$ cat src/rtl/top.sv
//==============================================================================
// Module   : top
// Purpose  : Asynchronous-SRAM burst access sequencer (write/read bursts).
// Revision : 1.0
//==============================================================================
`default_nettype none

module top #(
    parameter int WORDS = 4
) (
    input  logic clock,
    input  logic reset,
    input  logic read,
    input  logic write,
    output logic count,
    output logic latch,
    output logic de,
    output logic n_ce,
    output logic n_oe,
    output logic n_we
);

    localparam logic [3:0] c_last = 4'(WORDS - 1);

    typedef enum logic [2:0] {
        ST_IDLE     = 3'd0,
        ST_W_SETUP  = 3'd1,
        ST_W_STROBE = 3'd2,
        ST_W_HOLD   = 3'd3,
        ST_R_SETUP  = 3'd4,
        ST_R_ENABLE = 3'd5,
        ST_R_LATCH  = 3'd6
    } state_t;

    state_t     r_state;
    state_t     w_next;
    logic [3:0] r_word;
    logic [3:0] w_word_next;
    logic       w_last;

    assign w_last = (r_word == c_last);

    always_comb begin
        w_next      = r_state;
        w_word_next = r_word;
        case (r_state)
            ST_IDLE: begin
                if (write)     w_next = ST_W_SETUP;
                else if (read) w_next = ST_R_SETUP;
            end
            ST_W_SETUP:  w_next = ST_W_STROBE;
            ST_W_STROBE: w_next = ST_W_HOLD;
            ST_W_HOLD: begin
                w_next      = w_last ? ST_IDLE : ST_W_SETUP;
                w_word_next = w_last ? 4'd0 : r_word + 4'd1;
            end
            ST_R_SETUP:  w_next = ST_R_ENABLE;
            ST_R_ENABLE: w_next = ST_R_LATCH;
            ST_R_LATCH: begin
                w_next      = w_last ? ST_IDLE : ST_R_SETUP;
                w_word_next = w_last ? 4'd0 : r_word + 4'd1;
            end
            default: begin
                w_next      = ST_IDLE;
                w_word_next = 4'd0;
            end
        endcase
    end

    // Outputs are registered from the next state so they always match r_state.
    always_ff @(posedge clock or posedge reset) begin
        if (reset) begin
            r_state <= ST_IDLE;
            r_word  <= 4'd0;
            count   <= 1'b0;
            latch   <= 1'b0;
            de      <= 1'b0;
            n_ce    <= 1'b1;
            n_oe    <= 1'b1;
            n_we    <= 1'b1;
        end else begin
            r_state <= w_next;
            r_word  <= w_word_next;
            count   <= 1'b0;
            latch   <= 1'b0;
            de      <= 1'b0;
            n_ce    <= 1'b1;
            n_oe    <= 1'b1;
            n_we    <= 1'b1;
            case (w_next)
                ST_W_SETUP: begin
                    latch <= 1'b1;
                    de    <= 1'b1;
                    n_ce  <= 1'b0;
                end
                ST_W_STROBE: begin
                    de   <= 1'b1;
                    n_ce <= 1'b0;
                    n_we <= 1'b0;
                end
                ST_W_HOLD: begin
                    de    <= 1'b1;
                    n_ce  <= 1'b0;
                    count <= 1'b1;
                end
                ST_R_SETUP: begin
                    n_ce <= 1'b0;
                end
                ST_R_ENABLE: begin
                    n_ce <= 1'b0;
                    n_oe <= 1'b0;
                end
                ST_R_LATCH: begin
                    n_ce  <= 1'b0;
                    n_oe  <= 1'b0;
                    latch <= 1'b1;
                    count <= 1'b1;
                end
                default: ;
            endcase
        end
    end

endmodule

`default_nettype wire

$ cat config.mk
export PLATFORM = sky130hd
export DESIGN_NAME = top
export DESIGN_NICKNAME = d
export VERILOG_FILES = /design/src/rtl/top.sv
export SDC_FILE = /design/constraint.sdc
export NUM_CORES = 1
export LEC_CHECK = 0
export BUFFER_PORTS_ARGS = -buffer_cell sky130_fd_sc_hd__buf_2
export CAP_MARGIN = 15
export CORE_AREA = 2 2 39 41
export CTS_BUF_LIST = sky130_fd_sc_hd__clkbuf_8
export DETAILED_ROUTE_END_ITERATION = 7
export DIE_AREA = 0 0 41 43
export PLACE_DENSITY = 0.78
export REMOVE_ABC_BUFFERS = 1
export SLEW_MARGIN = 5
export SYNTH_ARGS = -nofsm -noshare
export SYNTH_HDL_FRONTEND = slang
export SYNTH_SLANG_ARGS = --single-unit
$ cat constraint.sdc
create_clock -name clock -period 1.77 [get_ports clock]
set_input_delay 0.2655 -clock clock [delete_from_list [all_inputs] [get_ports clock]]
set_output_delay 0.2655 -clock clock [all_outputs]
set_load 0.1 [all_outputs]
After elaboration in Yosys (flattened, before gate mapping). Cells that the tools add are included.

Add/sub/neg operators: 1. Equality and inequality tests: 13. Muxes and demuxes: 13. Reductions and logical operators: 8.

Operator list (number): case mux 3 bit (7 select lines) (1); equality test 3 bit (second input constant) (6); equality test 3 x 2 -> 1 bit (second input constant) (4); 2-to-1 mux 3 bit (3); case mux 4 bit (2 select lines) (1); OR reduction 2 bit (4); 2-to-1 mux 1 bit (7); equality test 3 x 1 -> 1 bit (second input constant) (2); OR reduction 6 bit (1); OR reduction 5 bit (1); adder 4 x 1 -> 4 bit (second input constant) (1); equality test 4 x 2 -> 1 bit (second input constant) (1); 2-to-1 mux 4 bit (1); logical NOT 3 bit (1); OR reduction 3 bit (1).

Bits in registers: 13. Bits of input ports: 4. Output and inout bits: 6. Logic and storage cells: 43.

Longest topological paths before layout. Gate-level depths: netlist (run 1).

Depth after elaboration: 6. Gate-level depth with buffers: 4. Mapped depth without buffers: 4.

Worst setup path after synthesis (run 1). No wires, ideal clock.

Kind: register to register. Start: register r_word[0]. End: register n_ce. Setup time: 0.079 ns. Arrival: 1.301 ns. Data required time: 1.691 ns. Setup slack: 0.390 ns. Cell stages (with the launch flop): 5. Path buffers: 0. Period minus slack after synthesis: 1.380 ns. Cell sequence: dfrtp_1 -> ha_1 -> nor3b_2 -> maj3_1 -> a22o_1.

Word-level cells in the longest chain between the ends: 6. Elaborated cells between the ends (all ways): 12. Classes of those cells: 7 x eq/ne; 4 x mux; 1 x reduce/logical.

RTL lines: start: declaration (line 37) `logic [3:0] r_word;`; start signal: assignment (line 83) `r_word <= w_word_next;`; equality test 4 x 2 -> 1 bit * (line 41) `assign w_last = (r_word == c_last);`; 2-to-1 mux 1 bit or 2-to-1 mux 3 bit (tied branches) (line 54, 60); case mux 3 bit (7 select lines) * (line 46) `case (r_state)`; equality test 3 x 2 -> 1 bit (tied with other cells) (line 90) `case (w_next)`; OR reduction 6 bit (no source line) *; 2-to-1 mux 1 bit * (line 90); end signal: assignment (line 87) `n_ce <= 1'b1;`; end signal: assignment (line 94) `n_ce <= 1'b0;`; end signal: assignment (line 98) `n_ce <= 1'b0;`; end: declaration (line 18) `output logic n_ce,`.

Mark *: on every way between the ends. The rest lies on a longest branch, timed or not. A chain may end at the register's enable or synchronous reset.

Worst setup path after layout (run 1).
Start: register r_word[0]. End: register latch.

Word-level cells in the longest chain between the ends: 6. Elaborated cells between the ends (all ways): 8. Classes of those cells: 3 x eq/ne; 4 x mux; 1 x reduce/logical.

RTL lines: equality test 4 x 2 -> 1 bit * (line 41); 2-to-1 mux 1 bit or 2-to-1 mux 3 bit (tied branches) (line 54, 60); case mux 3 bit (7 select lines) * (line 46); equality test 3 bit or equality test 3 x 1 -> 1 bit (tied branches) (line 90); OR reduction 2 bit (no source line) *; 2-to-1 mux 1 bit * (line 90); end signal: assignment (line 85) `latch <= 1'b0;`; end signal: assignment (line 92) `latch <= 1'b1;`; end signal: assignment (line 116) `latch <= 1'b1;`; end: declaration (line 16) `output logic latch,`.

Marked as above.

==> results.json, run 1 <==
{
  "worstHoldPathType": "primary input to asynchronous set/reset pin",
  "maxSlewViolCount": 0,
  "yosysWarnings": 0,
  "arrival_ns": 1.58,
  "ys.flop_type": "dfrtp_1",
  "area_delta_synth_final_pct": 12.9,
  "portBuffers": 9,
  "cts_tree": "built",
  "diodes": 0,
  "core_area_um2": 1380,
  "antenna_found_initial": 0,
  "die_area_um2": 1760,
  "multiInputGateArea_um2": 272,
  "status": "complete, no violations",
  "fin_skew_ns": 0.00265,
  "yosysMostFrequentCell": "dfrtp_1",
  "clock.fmax_ghz": 0.680,
  "path_max_fanout": 6,
  "synth_area_leaders": "dfrtp_1 (39%), dfstp_2 (12%), buf_4 (3.5%)",
  "drc": 0,
  "grt_pass1_wl_mm": 1.87,
  "path_clk_slew_ns": 0.05,
  "syn_area_um2": 639,
  "row_count": 14,
  "grt_use_total_pct": 16.3,
  "post-route-period-util_pct": 83.0,
  "slowest_delay_ns": 0.42,
  "ys_seq_elements": 13,
  "slowest_stage": "or3b_1",
  "synth_cell_types": 29,
  "hold_viol_final": 0,
  "critical_path_class": "flop to flop",
  "crit_path_start_kind": "flop",
  "via_count": 504,
  "rsz0062_at_grt": "no",
  "crit_path_cell_trace": "ha_1 -> or3b_1 -> a31oi_1 -> o21ai_1",
  "drt_iter0_markers": 12,
  "nNetsFinal": 76,
  "slew_headroom_pct": 67.8,
  "syn_area_per_cell_um2": 10.5,
  "hpwl_um": 764,
  "fillCellCount": 134,
  "regArea_um2": 329,
  "cap_violations": 0,
  "cts_setup_buffers": 0,
  "cts-resized-gates": 0,
  "postRouteAntennaNets": 0,
  "numClockSinks": 13,
  "postSynthCellCount": 61,
  "viasPerCell": 5.86,
  "hold_buffers": 0,
  "period_needed_ns": 1.47,
  "clk_latency_ns": 0.24,
  "ios": 10,
  "die_w_um": 41,
  "wire_per_inst_um": 12.6,
  "overflow": 0,
  "grt_pass1_vias": 434,
  "synth_edf_count": 0,
  "yosysTopAreaCell": "dfrtp_1",
  "final_core_util_pct": 52.2,
  "synth_async_sr_flop_share_pct": 100,
  "ys_seq_area_share_pct": 51.5,
  "gp_congestion": 0.773,
  "finalSetupViolCount": 0,
  "wirelength_mm": 1.08,
  "synth_common_cells": "dfrtp_1 (10), nand2_1 (5), o21ai_1 (4)",
  "cp.required_ns": 1.88,
  "fin_setup_tns_ns": 0,
  "synth_top_area_share_pct": 39.1,
  "root_buffer": "clkbuf_8",
  "cts_buffers": 3,
  "clk_path_buf_depth": 2,
  "drt-pass1-iter-count": 2,
  "die_h_um": 43,
  "grt_max_degree": 19,
  "cp-end-kind": "flop",
  "htreeDepth": 1,
  "tightest_slew_ns": 0.483,
  "drive_gt1_share_pct": 24.3,
  "initial_core_util_pct": 46.2
}
## kinds of logic after synthesis
group / count (synthesis) / synth area share [%]
buffers and inverters: 7 / 6.07
and+or+nand+nor: 19 / 17.6
AOI/OAI and AO/OA: 18 / 18.2
xor gates and xnor gates: 1 / 1.37
DFF: 13 / 51.5
adders and majority gates: 3 / 5.28
## cell usage in the layout, fill, tap and decap left out
cell / count
maj3_1: 1
nand2_1: 5
nand3_1: 2
or3b_1: 1
nor3_1: 2
xor2_1: 1
o21ai_1: 4
clkbuf_8: 3
dfstp_2: 3
a31oi_1: 1
o21bai_1: 1
a32o_1: 1
a21oi_1: 3
inv_1: 4
a22o_1: 2
a311oi_1: 1
buf_2: 9
ha_1: 1
o21ai_0: 3
o211ai_1: 1
a2bb2oi_1: 1
nor3b_1: 3
and4_1: 1
maj3_2: 1
dfrtp_1: 10
or3_1: 1
nor3b_2: 1
nor2_1: 2
nand3b_1: 1
## worst max-delay path, delay by kind of cell (launching register included)
family                     cells  cell delay, ns
AOI/OAI and AO/OA              2            0.27
DFF                            1            0.41
adders and majority gates      1            0.23
and+or+nand+nor                1            0.42
## stage by stage
step	cell area (um2)	hold WS [ns]	std cells	worst slack, ns
finish	722	0.0270	86	0.300
global route	722	0.0874	86	0.205
detailed placement	677	0.311	82	0.332
CTS	722	0.0510	86	0.296
floorplan	612	0.140	57	0.390
global placement	677	0.299	82	0.358
## routing by layer
metal	routed length [um]	track usage, %	share of wire (%)
met1	464	19.8	43
met2	526	23.1	49
met3	49	4.71	4.5
met4	40	12.0	3.7
met5	0	0	0
## sequential cells by signal (all words and copies together) (netlist names)
| register | count |
|---|---|
| de | 1 |
| n_we | 1 |
| count | 1 |
| n_ce | 1 |
| n_oe | 1 |
| r_word | 4 |
| latch | 1 |
| r_state | 3 |
## cell type report
class                           instances  area share, %
Timing Repair Buffer                    9           6.24
Multi-Input combinational cell         41           37.6
Clock inverter                          1          0.520
Tap cell                               16           2.77
Sequential cell                        13           45.6
Inverter                                3           1.56
Clock buffer                            3           5.72
## worst paths after layout
path	startpoint	end	slack, ns	depth (start not counted)
hold / removal	reset	r_state[2]	0.03	2
min in group clock	read	r_state[2]	0.27	2
setup reg to reg	r_word[0]	latch	0.30	4
max in group asynchronous	reset	n_oe	1.40	2
setup / recovery	r_word[0]	latch	0.30	4
hold reg to reg	r_word[1]	r_word[1]	0.55	1
Power of run 1 is left out: the tool's default activity adds up to more than one toggle a clock period on the data nets, which glitch-free logic cannot reach.
==> run 2, diff against run 1 <==
Clock period 1.77 ns to 1.5 ns, I/O delays scaled along.
==> run 2 against run 1 <==
  * The flow now finishes with violations (negative hold slack)
  * Die area unchanged
  * First-iteration DRC count down 50%
  * Setup slack worse by 0.22 ns
  * Critical path depth unchanged
  * Global-route usage down 0.42 points
  * Sequential share of layout area down 0.62 points
  * Critical path type unchanged
==> results.json, run 2 (synthesized netlist as in run 1, its figures left out) <==
{
  "clock.fmax_ghz": 0.705,
  "cp-end-kind": "flop",
  "finalWorstSetupSlack_ns": 0.0815,
  "die_area_um2": 1760,
  "pre_cts_ws_ns": 0.116,
  "nNetsFinal": 77,
  "portBuffers": 9,
  "cts_tree": "built",
  "crit_path_start_kind": "flop",
  "hold_buffers": 0,
  "htreeDepth": 1,
  "worstHoldPathType": "primary input to asynchronous set/reset pin",
  "cts_setup_buffers": 0,
  "antenna_found_initial": 0,
  "tightest_slew_ns": 0.526,
  "grt_max_degree": 19,
  "violations": "negative hold slack",
  "endpoint": "latch",
  "hold_viol_final": 10,
  "numClockSinks": 13,
  "wirelength_mm": 1.16,
  "drc": 0,
  "core_area_um2": 1380,
  "root_buffer": "clkbuf_8",
  "placed_area_um2": 684,
  "ios": 10,
  "clk_latency_ns": 0.24,
  "reg2reg_slack_ns": 0.08,
  "postRouteAntennaNets": 0,
  "path_max_fanout": 4,
  "finalSetupViolCount": 0,
  "fin_setup_tns_ns": 0,
  "period_needed_ns": 1.42,
  "arrival_ns": 1.52,
  "overflow": 0,
  "drive_gt1_share_pct": 26.8,
  "slew_headroom_pct": 65.0,
  "largest_register": "r_word",
  "grt_pass1_wl_mm": 1.85,
  "largest_reg_flops": 4,
  "cp.required_ns": 1.60,
  "diodes": 0,
  "cts-resized-gates": 0,
  "cts_buffers": 3,
  "via_count": 498,
  "final_cell_mix": "dfrtp_1 (10), buf_2 (9), nand2_1 (5)",
  "place_inst": 83,
  "final_common_cell": "dfrtp_1",
  "drt-pass1-iter-count": 4,
  "path_clk_slew_ns": 0.05,
  "post-route-period-util_pct": 94.6,
  "row_count": 14,
  "critical_path_class": "flop to flop",
  "clk_path_buf_depth": 2,
  "final_area_um2": 732,
  "gp_congestion": 0.737,
  "crit_start": "r_word[1]",
  "fin_cells": 87,
  "rr_worst_depth": 4,
  "status": "complete, but fails checks",
  "maxSlewViolCount": 0,
  "hpwl_um": 766,
  "reg_top3": "r_word x4, r_state x3",
  "fin_skew_ns": 0.00231,
  "area_delta_synth_final_pct": 14.5,
  "rr_endpoint": "latch",
  "wire_per_inst_um": 13.4,
  "cap_violations": 0,
  "grt_use_total_pct": 15.9,
  "grt_pass1_vias": 420,
  "rsz0062_at_grt": "no",
  "initial_core_util_pct": 46.2,
  "die_h_um": 43,
  "timing.hold.ws_ns": -0.00790,
  "die_w_um": 41,
  "rr_startpoint": "r_word[1]",
  "viasPerCell": 5.72,
  "drt_iter0_markers": 6
}
==> run 2: cell types whose count changed in the layout (fill, tap and decap cells not counted) <==
cell,previous run,this run
buf_4,0,1
ha_1,1,0
ha_2,0,1
==> run 2: final cells by class <==
class                      count  area, um2
clock inverter                 1       3.75
sequential                    13        329
inverter                       3       11.3
fill                         128        652
multi-input combinational     41        274
tap                           16       20.0
timing repair buffer          10       52.6
clock buffer                   3       41.3
==> run 2: worst min-delay path by stage <==
stage / start / end / slack, ns / depth (start not counted)
6_report: reset / r_word[0] / -0.008 / 2
4_1_cts: reset / r_word[0] / 0.02 / 2
2_1_floorplan: reset / count / 0.1 / 1
3_5_place_dp: reset / r_state[1] / 0.27 / 2
5_1_grt: reset / r_word[3] / 0.04 / 2
3_3_place_gp: reset / count / 0.26 / 2
==> run 2: routing by layer <==
| metal | global-route usage (%) | vias up | part of all wire, % |
|---|---|---|---|
| met3 | 4.71 | 4 | 4.0 |
| met1 | 19.4 | 238 | 44 |
| met4 | 10.0 | 0 | 2.0 |
| li1 | - | 243 | - |
| met5 | 0 | - | 0 |
| met2 | 23.1 | 13 | 50 |
==> run 2: worst max-delay path, cell delays in order (launching register included) <==
cell	delay, ns
dfrtp_1	0.38
ha_2	0.21
or3b_1	0.41
a31oi_1	0.21
o21ai_1	0.08
==> run 2: through the flow <==
stage / utilization, % / hold WS, ns
2_1_floorplan: - / 0.0998
3_3_place_gp: 49.5 / 0.257
3_5_place_dp: 49.5 / 0.272
4_1_cts: 52.7 / 0.0164
5_1_grt: 52.9 / 0.0355
6_report: 52.9 / -0.00790
Power of run 2 is left out for the same reason.
